### config.mk
export PLATFORM = sky130hd
export DESIGN_NAME = reservation_station
export DESIGN_NICKNAME = d
export VERILOG_FILES = /design/src/rtl/tomasulo_pkg.sv /design/src/rtl/rs_entry.sv /design/src/rtl/reservation_station.sv
export SDC_FILE = /design/constraint.sdc
export NUM_CORES = 1
export LEC_CHECK = 0
export ABC_CLOCK_PERIOD_IN_PS = 2330
export CORE_ASPECT_RATIO = 1.4
export CORE_MARGIN = 3
export CORE_UTILIZATION = 51
export CTS_BUF_LIST = sky130_fd_sc_hd__clkbuf_8
export DETAILED_ROUTE_END_ITERATION = 16
export GPL_ROUTABILITY_DRIVEN = 0
export PLACE_DENSITY = 0.79
export SLEW_MARGIN = 0
export SYNTH_ARGS = -nofsm -noshare
export SYNTH_HDL_FRONTEND = slang
export SYNTH_SLANG_ARGS = --single-unit
### constraint.sdc
create_clock -name clock -period 2.33 [get_ports clock]
set_input_delay 0.466 -clock clock [delete_from_list [all_inputs] [get_ports clock]]
set_output_delay 0.466 -clock clock [all_outputs]
set_load 0.02 [all_outputs]
### src/rtl/tomasulo_pkg.sv
// Shared Tomasulo definitions: operation encodings, the "no producer" tag and
// default datapath widths used by the reservation station and its slots.
package tomasulo_pkg;

    localparam int DATA_W_DEF = 16;
    localparam int TAG_W_DEF  = 3;
    localparam int OP_W_DEF   = 2;
    localparam int TAG_NONE   = 0;

    typedef enum logic [1:0] {
        OP_ADD = 2'd0,
        OP_SUB = 2'd1,
        OP_MUL = 2'd2,
        OP_DIV = 2'd3
    } op_e;

endpackage

### src/rtl/rs_entry.sv
// One reservation-station slot: holds an op and its two operands, and snoops the
// CDB so operands still waiting on a producer tag capture the broadcast value.
module rs_entry
    import tomasulo_pkg::*;
#(
    parameter int DATA_W = DATA_W_DEF,
    parameter int TAG_W  = TAG_W_DEF,
    parameter int OP_W   = OP_W_DEF
) (
    input  logic              clock,
    input  logic              reset,
    input  logic              flush,
    input  logic              alloc,
    input  logic              dispatch,
    input  logic [OP_W-1:0]   issue_op,
    input  logic [DATA_W-1:0] issue_vj,
    input  logic [TAG_W-1:0]  issue_qj,
    input  logic [DATA_W-1:0] issue_vk,
    input  logic [TAG_W-1:0]  issue_qk,
    input  logic              cdb_valid,
    input  logic [TAG_W-1:0]  cdb_tag,
    input  logic [DATA_W-1:0] cdb_data,
    output logic              busy,
    output logic              ready,
    output logic [OP_W-1:0]   op,
    output logic [DATA_W-1:0] vj,
    output logic [DATA_W-1:0] vk
);
    localparam logic [TAG_W-1:0] NO_TAG = TAG_W'(TAG_NONE);

    logic              busy_q, busy_d;
    logic [OP_W-1:0]   op_q, op_d;
    logic [DATA_W-1:0] vj_q, vj_d, vk_q, vk_d;
    logic [TAG_W-1:0]  qj_q, qj_d, qk_q, qk_d;
    logic              hit_j, hit_k, byp_j, byp_k;

    assign hit_j = busy_q && cdb_valid && (qj_q != NO_TAG) && (qj_q == cdb_tag);
    assign hit_k = busy_q && cdb_valid && (qk_q != NO_TAG) && (qk_q == cdb_tag);
    // Producer broadcasting in the issue cycle would otherwise be missed forever.
    assign byp_j = cdb_valid && (issue_qj != NO_TAG) && (issue_qj == cdb_tag);
    assign byp_k = cdb_valid && (issue_qk != NO_TAG) && (issue_qk == cdb_tag);

    always_comb begin
        busy_d = busy_q;
        op_d   = op_q;
        vj_d   = vj_q;
        qj_d   = qj_q;
        vk_d   = vk_q;
        qk_d   = qk_q;
        if (flush) begin
            busy_d = 1'b0;
            qj_d   = NO_TAG;
            qk_d   = NO_TAG;
        end else if (alloc) begin
            busy_d = 1'b1;
            op_d   = issue_op;
            vj_d   = byp_j ? cdb_data : issue_vj;
            qj_d   = byp_j ? NO_TAG : issue_qj;
            vk_d   = byp_k ? cdb_data : issue_vk;
            qk_d   = byp_k ? NO_TAG : issue_qk;
        end else begin
            if (dispatch) busy_d = 1'b0;
            if (hit_j) begin
                vj_d = cdb_data;
                qj_d = NO_TAG;
            end
            if (hit_k) begin
                vk_d = cdb_data;
                qk_d = NO_TAG;
            end
        end
    end

    always_ff @(posedge clock or negedge reset) begin
        if (!reset) begin
            busy_q <= 1'b0;
            op_q   <= '0;
            vj_q   <= '0;
            qj_q   <= '0;
            vk_q   <= '0;
            qk_q   <= '0;
        end else begin
            busy_q <= busy_d;
            op_q   <= op_d;
            vj_q   <= vj_d;
            qj_q   <= qj_d;
            vk_q   <= vk_d;
            qk_q   <= qk_d;
        end
    end

    assign busy  = busy_q;
    assign ready = busy_q && (qj_q == NO_TAG) && (qk_q == NO_TAG);
    assign op    = op_q;
    assign vj    = vj_q;
    assign vk    = vk_q;

endmodule

### src/rtl/reservation_station.sv
// Tomasulo reservation station: allocates the lowest free slot on issue, dispatches
// the lowest ready slot to one functional unit and tracks occupancy.
module reservation_station
    import tomasulo_pkg::*;
#(
    parameter int NUM_ENTRIES = 3,
    parameter int DATA_W      = DATA_W_DEF,
    parameter int TAG_W       = TAG_W_DEF,
    parameter int OP_W        = OP_W_DEF,
    parameter int BASE_TAG    = 1
) (
    input  logic                               clock,
    input  logic                               reset,
    input  logic                               flush,
    input  logic                               issue_valid,
    output logic                               issue_ready,
    input  logic [OP_W-1:0]                    issue_op,
    input  logic [DATA_W-1:0]                  issue_vj,
    input  logic [TAG_W-1:0]                   issue_qj,
    input  logic [DATA_W-1:0]                  issue_vk,
    input  logic [TAG_W-1:0]                   issue_qk,
    output logic [TAG_W-1:0]                   issue_tag,
    input  logic                               cdb_valid,
    input  logic [TAG_W-1:0]                   cdb_tag,
    input  logic [DATA_W-1:0]                  cdb_data,
    output logic                               fu_valid,
    input  logic                               fu_ready,
    output logic [OP_W-1:0]                    fu_op,
    output logic [DATA_W-1:0]                  fu_a,
    output logic [DATA_W-1:0]                  fu_b,
    output logic [TAG_W-1:0]                   fu_tag,
    output logic [$clog2(NUM_ENTRIES+1)-1:0]   busy_count
);
    localparam int IDX_W = (NUM_ENTRIES > 1) ? $clog2(NUM_ENTRIES) : 1;
    localparam int CNT_W = $clog2(NUM_ENTRIES + 1);

    if (NUM_ENTRIES < 1 || NUM_ENTRIES > 8 || BASE_TAG < 1 ||
        BASE_TAG + NUM_ENTRIES - 1 >= (1 << TAG_W)) begin : g_bad_cfg
        $fatal(1, "reservation_station: NUM_ENTRIES/BASE_TAG out of range for TAG_W");
    end

    logic [NUM_ENTRIES-1:0] busy, ready, alloc, disp;
    logic [OP_W-1:0]        e_op [NUM_ENTRIES];
    logic [DATA_W-1:0]      e_vj [NUM_ENTRIES];
    logic [DATA_W-1:0]      e_vk [NUM_ENTRIES];
    logic [IDX_W-1:0]       free_idx, sel_idx;
    logic                   free_found, sel_found, issue_fire, disp_fire;
    logic [CNT_W-1:0]       count_q, count_d;

    // Both encoders scan high to low so the lowest matching index wins.
    always_comb begin
        free_found = 1'b0;
        free_idx   = '0;
        sel_found  = 1'b0;
        sel_idx    = '0;
        for (int i = NUM_ENTRIES - 1; i >= 0; i--) begin
            if (!busy[i]) begin
                free_found = 1'b1;
                free_idx   = IDX_W'(i);
            end
            if (ready[i]) begin
                sel_found = 1'b1;
                sel_idx   = IDX_W'(i);
            end
        end
    end

    assign issue_ready = free_found;
    assign issue_fire  = issue_valid && free_found && !flush;
    assign issue_tag   = (issue_valid && free_found) ? TAG_W'(BASE_TAG) + TAG_W'(free_idx) : '0;

    assign fu_valid  = sel_found;
    assign disp_fire = sel_found && fu_ready && !flush;
    assign fu_op     = sel_found ? e_op[sel_idx] : '0;
    assign fu_a      = sel_found ? e_vj[sel_idx] : '0;
    assign fu_b      = sel_found ? e_vk[sel_idx] : '0;
    assign fu_tag    = sel_found ? TAG_W'(BASE_TAG) + TAG_W'(sel_idx) : '0;

    for (genvar g = 0; g < NUM_ENTRIES; g++) begin : g_entry
        assign alloc[g] = issue_fire && (free_idx == IDX_W'(g));
        assign disp[g]  = disp_fire && (sel_idx == IDX_W'(g));

        rs_entry #(
            .DATA_W (DATA_W),
            .TAG_W  (TAG_W),
            .OP_W   (OP_W)
        ) u_entry (
            .clock     (clock),
            .reset     (reset),
            .flush     (flush),
            .alloc     (alloc[g]),
            .dispatch  (disp[g]),
            .issue_op  (issue_op),
            .issue_vj  (issue_vj),
            .issue_qj  (issue_qj),
            .issue_vk  (issue_vk),
            .issue_qk  (issue_qk),
            .cdb_valid (cdb_valid),
            .cdb_tag   (cdb_tag),
            .cdb_data  (cdb_data),
            .busy      (busy[g]),
            .ready     (ready[g]),
            .op        (e_op[g]),
            .vj        (e_vj[g]),
            .vk        (e_vk[g])
        );
    end

    always_comb begin
        count_d = count_q;
        if (flush) count_d = '0;
        else       count_d = count_q + CNT_W'(issue_fire) - CNT_W'(disp_fire);
    end

    always_ff @(posedge clock or negedge reset) begin
        if (!reset) count_q <= '0;
        else        count_q <= count_d;
    end

    assign busy_count = count_q;

endmodule

# ---- Yosys cells after proc, flatten, opt, wreduce, memory -nomap -nowiden
# Index checks and enable logic that the tools add are counted.
dict set report classes {
  muxes 70
  n_addsub 4
  n_reduce_logical 76
  bitwise_logic 2
  eq_ne 12
  magnitude_cmp 1
  mul 0
  n_div 0
  n_shift 0
}
# operator count
set op_table {}
lappend op_table {{$mux W16} 20}
lappend op_table {{$mux W3} 22}
lappend op_table {{$bmux W16 S2} 2}
lappend op_table {{$reduce_bool A3 Y1} 17}
lappend op_table {{$logic_and A1 B1 Y1} 35}
lappend op_table {{$eq A3 B3 Y1} 8}
lappend op_table {{$mux W2} 10}
lappend op_table {{$logic_not A3 Y1} 6}
lappend op_table {{$reduce_and A2 Y1} 9}
lappend op_table {{$mux W1} 15}
lappend op_table {{$reduce_bool A2 Y1} 6}
lappend op_table {{$add A1 B2 Y3 const A} 2}
lappend op_table {{$bmux W2 S2} 1}
lappend op_table {{$eq A2 B1 Y1 const B} 2}
lappend op_table {{$eq A2 B2 Y1 const B} 2}
lappend op_table {{$logic_not A2 Y1} 2}
lappend op_table {{$ge A3 B3 Y1 const B} 1}
lappend op_table {{$not A2 Y3} 1}
lappend op_table {{$add A2 B1 Y2} 1}
lappend op_table {{$sub A2 B1 Y2} 1}
lappend op_table {{$logic_not A1 Y1} 1}
lappend op_table {{$not A1 Y1} 1}
dict set report totals {
  mem_bits_rw 0
  latchBits 0
  output_inout_bits 44
  mem_bits_ro 0
  register_bits 125
  n_memories 0
  input_bits 65
  wordCells 184
}

# ---- Longest topological paths before layout
dict set report logic_depth {
  ltp_word 12
  ltp_mapped 11
  ltp_nobuf 11
}

# ---- By module
# Synthesis repeated with hierarchy kept, for this count alone.
dict set report unflattened {
  hier_cells 641
  area_unflattened_um2 8016.4
}
# mod area_per_inst_um2 cells_each n_inst seq_area_each_um2
set by_module_without_submodules {}
lappend by_module_without_submodules {rs_entry 2287.2 162 3 1026.0}
lappend by_module_without_submodules {reservation_station 1154.9 155 1 50.0}

# ---- Worst setup path before layout
# Ideal clock, no wire load.
dict set report synth_path {
  path_type {reg2out}
  from {register g_entry[2].u_entry.qk_q[1]}
  to {output fu_tag[1]}
  setup_slack_ps -202
  path_buffers 1
  required_ps 1864
  stages_incl_launch_ff 7
  arrival_ps 2066
  path_cell_list {dfrtp_1 or4b_1 nor4_2 buf_2 and3_1 ha_1 nor2_1}
}
dict set report synth_via {
  elab_chain_len 7
  word_cells_on_any_way 10
  classes_between {1 x add/sub; 7 x mux; 2 x reduce/logical}
}
# item line_no
set synth_rtl {}
lappend synth_rtl {{start, declared} rs_entry.sv:34} ;# logic [TAG_W-1:0] qj_q, qj_d, qk_q, qk_d;
lappend synth_rtl {{start signal, assigned} rs_entry.sv:88} ;# qk_q <= qk_d;
lappend synth_rtl {{$logic_not A3 Y1 *} rs_entry.sv:93} ;# assign ready = busy_q && (qj_q == NO_TAG) && (qk_q == NO_TAG);
lappend synth_rtl {{$logic_and A1 B1 Y1 *} rs_entry.sv:93}
lappend synth_rtl {{$mux W2 (3 in a row)} reservation_station.sv:61} ;# if (ready[i]) begin
lappend synth_rtl {{$add A1 B2 Y3} reservation_station.sv:77} ;# assign fu_tag = sel_found ? TAG_W'(BASE_TAG) + TAG_W'(sel_idx) : '0;
lappend synth_rtl {{$mux W3 *} reservation_station.sv:77}
lappend synth_rtl {{end, declared} reservation_station.sv:31} ;# output logic [TAG_W-1:0] fu_tag,
# Mark *: on every way between the ends. The rest lies on a longest branch, timed or not.

# ---- Final worst setup path
dict set report layout_path {
  from {register g_entry[0].u_entry.qj_q[1]}
  to {output fu_a[7]}
}
dict set report layout_via {
  elab_chain_len 9
  word_cells_on_any_way 10
  classes_between {6 x mux; 1 x bitwise; 3 x reduce/logical}
}
# item line_no
set layout_rtl {}
lappend layout_rtl {{start, declared} rs_entry.sv:34}
lappend layout_rtl {{start signal, assigned} rs_entry.sv:86} ;# qj_q <= qj_d;
lappend layout_rtl {{$logic_not A3 Y1 *} rs_entry.sv:93}
lappend layout_rtl {{$logic_and A1 B1 Y1 * (2 in a row)} rs_entry.sv:93}
lappend layout_rtl {{$mux W2} reservation_station.sv:61}
lappend layout_rtl {{$not A2 Y3 (implied by the code)} reservation_station.sv:75} ;# assign fu_a = sel_found ? e_vj[sel_idx] : '0;
lappend layout_rtl {{$bmux W16 S2} reservation_station.sv:75}
lappend layout_rtl {{$mux W16 (implied by the code) (2 in a row)} reservation_station.sv:75}
lappend layout_rtl {{$mux W16 *} reservation_station.sv:75}
lappend layout_rtl {{end, declared} reservation_station.sv:29} ;# output logic [DATA_W-1:0] fu_a,
# Mark *: on every way between the ends. The rest lies on a longest branch, timed or not. The select of a mux whose other input is x is not followed.

==> summary.txt <==
Run status
  – Outcome: finished, violations left
  – Failing checks: setup timing

Clock tree
  – CTS Hold Bufs: 0
  – Clock Path Buffers: 2
  – CTS buffer count: 17
  – Clock sink count: roughly 130
  – Root Driver: clkbuf_8
  – CTS tree: done
  – Clk slew on worst S/H paths: ~0.080 ns
  – Htree depth: 4
  – Worst-Skew Late Latency: about 0.44 ns

Setup path
  – Crit-path max FO: 8
  – Critical path, cell by cell: nor4_2 -> nand3_1 -> nor2b_4 -> buf_12 -> buf_12 -> buf_12 -> mux2i_2 -> o21ai_2 -> buf_6
  – Crit path top cell by count: buf_12
  – Worst path max stage delay: ~0.40 ns
  – CP bufs+invs: 4
  – Top cell family by delay on the critical path: simple AND/OR/NAND/NOR gates
  – Crit path DAT: roughly 2.4 ns
  – Slowest CP cell: dfrtp_1
  – Critical path endpoint category: output pin
  – Worst EP required: 1.86 ns
  – CP startpoint kind: flip-flop
  – Crit path kind: flip-flop to output pin

GRT
  – Total gr overflow: 0
  – Vias in the first global route: slightly below 7000
  – GR Util All Layers: 0.2965
  – Largest net degree at the start of global routing: a little under 90
  – First-pass GRT wire length: between 30000 and 40000 um
  – Initial antenna violation count: 0

Routing
  – # DRC: 0
  – Initial DRC count: about 630
  – Via/cell ratio: 6.209
  – DR pass1 iterations: 5
  – Routed len/inst: roughly 23 um
  – DR vias: about 6600
  – Detail Route Antenna Nets: 0
  – Routed wire length: 24820 um

Timing
  – Final setup viols: 40
  – Final setup TNS: -17.34 ns
  – Fin. max-slew vios: 0
  – Fin Hold WS: approximately 0.04 ns
  – Clock skew: 0.01421 ns
  – Max frequency: between 300 and 400 MHz
  – Worst setup margin: -0.5184 ns
  – Slew margin rel.: 0.6579
  – Final Critical Period: about 2.8 ns
  – RSZ-0062 raised after global routing: true
  – Least-Margin Pin Slew: about 0.5 ns
  – Hold Fails Final Rpt: 0
  – Final critical-path share of the clock period: 1.223

Synthesis
  – Post-synth EDFFs: 0
  – Top post-synthesis cells by area: dfrtp_1 42%, mux2_2 12%, mux2_4 10%
  – Post-synthesis sequential area ratio: 0.4183
  – Seq cells post-synth: 125
  – Avg Inst Size Synth: between 10 and 15 um2
  – Async S/R FF share, synth: 1.000
  – Post-synthesis cell area: around 7500 um2
  – Syn nets: roughly 740
  – Ys Warns: 0
  – Synth Flop Type: dfrtp_1
  – Top-area cell type share of the netlist area: 0.4183
  – Yosys top cell by area: dfrtp_1
  – Mapped Cells: roughly 670
  – Distinct cells, synth: 57

Floorplanning
  – Initial Util: 0.5302
  – Die width: around 110 um
  – Die area: roughly 16000 um2
  – DIE HEIGHT: between 100 and 150 um
  – Count of boundary I/O pins: roughly 110
  – Core area: 14100 um2
  – Cell Rows: just over 50

Layout
  – Synth-to-layout area growth: 39.07%
  – Ant. Diodes: 0
  – Fill cell count: 891
  – Nets: ~930
  – Fraction of layout cells with a size suffix above 1: 0.4714
  – Most frequent cells in the layout: 125 x dfrtp_1, 95 x buf_4, 78 x mux2_2
  – Design area: about 10000 um2
  – Commonest non-fill, non-tap cell in the layout: dfrtp_1

Place
  – Port bufs: around 110
  – Dpl hpwl: between 15000 and 20000 um
  – Setup WS pre-CTS: -0.5973 ns
  – Area after DPL: 9434 um2

Power and ir drop
  – Sw frac: 0.3226
  – Seq pwr share: 0.411
  – Psw: 2.599 mW
  – Cell Pwr Density: a little under 800 nW/um2
  – Int Power: between 5 and 6 mW
  – Static leakage: around 4.6 nW
  – Combinational share of power: 0.335
  – Clock network fraction of total power: 0.254
  – Total power: ~8.1 mW
  – Max IR drop VDD: 0.5569 mV

Flow run
  – Max_cap viols: 0

Hold path
  – Min-delay worst type: input port to async pin
[per-stage QoR]
step | util | std cells
5_1_grt | 0.7374 | 1059
2_1_floorplan | - | 667
3_5_place_dp | 0.6690 | 1006
3_3_place_gp | 0.6690 | 1006
4_1_cts | 0.7095 | 1049
6_report | 0.7374 | 1059
[cell families after synthesis]
family,Yosys count,share of synthesized area
AND/OR/NAND/NOR,155,0.1029
flip-flops,125,0.4183
adder cells (fa/ha/maj),6,0.01004
other,1,0.0005015
multiplexers,162,0.2634
buffers and inverters,79,0.05606
AO/OA/AOI/OAI,121,0.1277
XOR/XNOR,18,0.02108
[repair_timing]
| action | CTS | global route |
|---|---|---|
| hold endpoints to repair | 0 | 0 |
| setup endpoints to repair | 41 | 78 |
| gates cloned | 1 | 2 |
| resized for setup | 241 | 63 |
| buffers inserted | 10 | 8 |
| pin swaps | 7 | 15 |
[state kept, by name, summed over array words and instances (netlist names)]
signal                count
g_entry.u_entry.vk       48
busy_count                2
g_entry.u_entry.busy      3
g_entry.u_entry.op        6
g_entry.u_entry.qj_q      9
g_entry.u_entry.qk_q      9
g_entry.u_entry.vj       48
[metal layers]
metal	part of all wire	global-route usage	up-vias
li1	-	-	2796
met1	0.35	0.3340	3290
met2	0.52	0.5093	380
met3	0.065	0.05847	109
met4	0.058	0.1857	0
met5	0	0	-
[power groups by stage]
| stage | clock network (mW) | logic (mW) | registers, mW |
|---|---|---|---|
| 2_1_floorplan | 0 | 1.55 | 3.13 |
| 3_3_place_gp | 0 | 2.36 | 3.21 |
| 3_5_place_dp | 0 | 2.45 | 3.25 |
| 4_1_cts | 2.05 | 2.50 | 3.23 |
| 5_1_grt | 2.15 | 2.86 | 3.37 |
| 6_report | 2.04 | 2.70 | 3.31 |
[worst register-to-register path, stage by stage (launching register included)]
cell and delay [ns]:
dfrtp_1 0.39, or4b_4 0.56, nor4_4 0.25, buf_6 0.23, nor2_4 0.09, nor3b_2 0.18, ha_1 0.25, inv_1 0.06
ha_1 0.17, xor2_2 0.17, xnor2_1 0.14, nor2_1 0.06
[Yosys cell counts, types with 10 or more instances]
library cell,count
a221oi_1,16
a22o_1,18
buf_2,11
buf_4,10
dfrtp_1,125
inv_1,37
mux2_2,78
mux2_4,50
mux2i_1,34
nand2_1,32
nand3_1,37
nor2_1,40
o21ai_0,35
o221a_2,16
or2_2,15
xnor2_1,13
[area by class of cell]
cell class	count	area (um2)	share of cell area
flip-flops and latches	125	3128	0.3008
inverters	38	142.6	0.01372
multi-input cells	463	4254	0.4091
clock inverters	12	145.1	0.01396
repair buffers	216	2222	0.2137
clock buffers	20	275.3	0.02647
well taps	185	231.5	0.02226
[path summary, 6_finish.rpt]
path                            slack [ns]                        from                        to  cells after the start
worst min-delay path                  0.04                       reset  g_entry[1].u_entry.op[0]                      2
worst min register to register        0.49    g_entry[0].u_entry.op[1]  g_entry[0].u_entry.op[1]                      2
worst max-delay path                 -0.52  g_entry[0].u_entry.qj_q[1]                   fu_a[7]                      9
min in group clock                    0.49    g_entry[0].u_entry.op[1]  g_entry[0].u_entry.op[1]                      2
max in group asynchronous             1.86                       reset             busy_count[0]                      2
worst max register to register       -0.32  g_entry[2].u_entry.qk_q[2]             busy_count[1]                     11
Note: power is estimated with default switching activity, not from simulation.
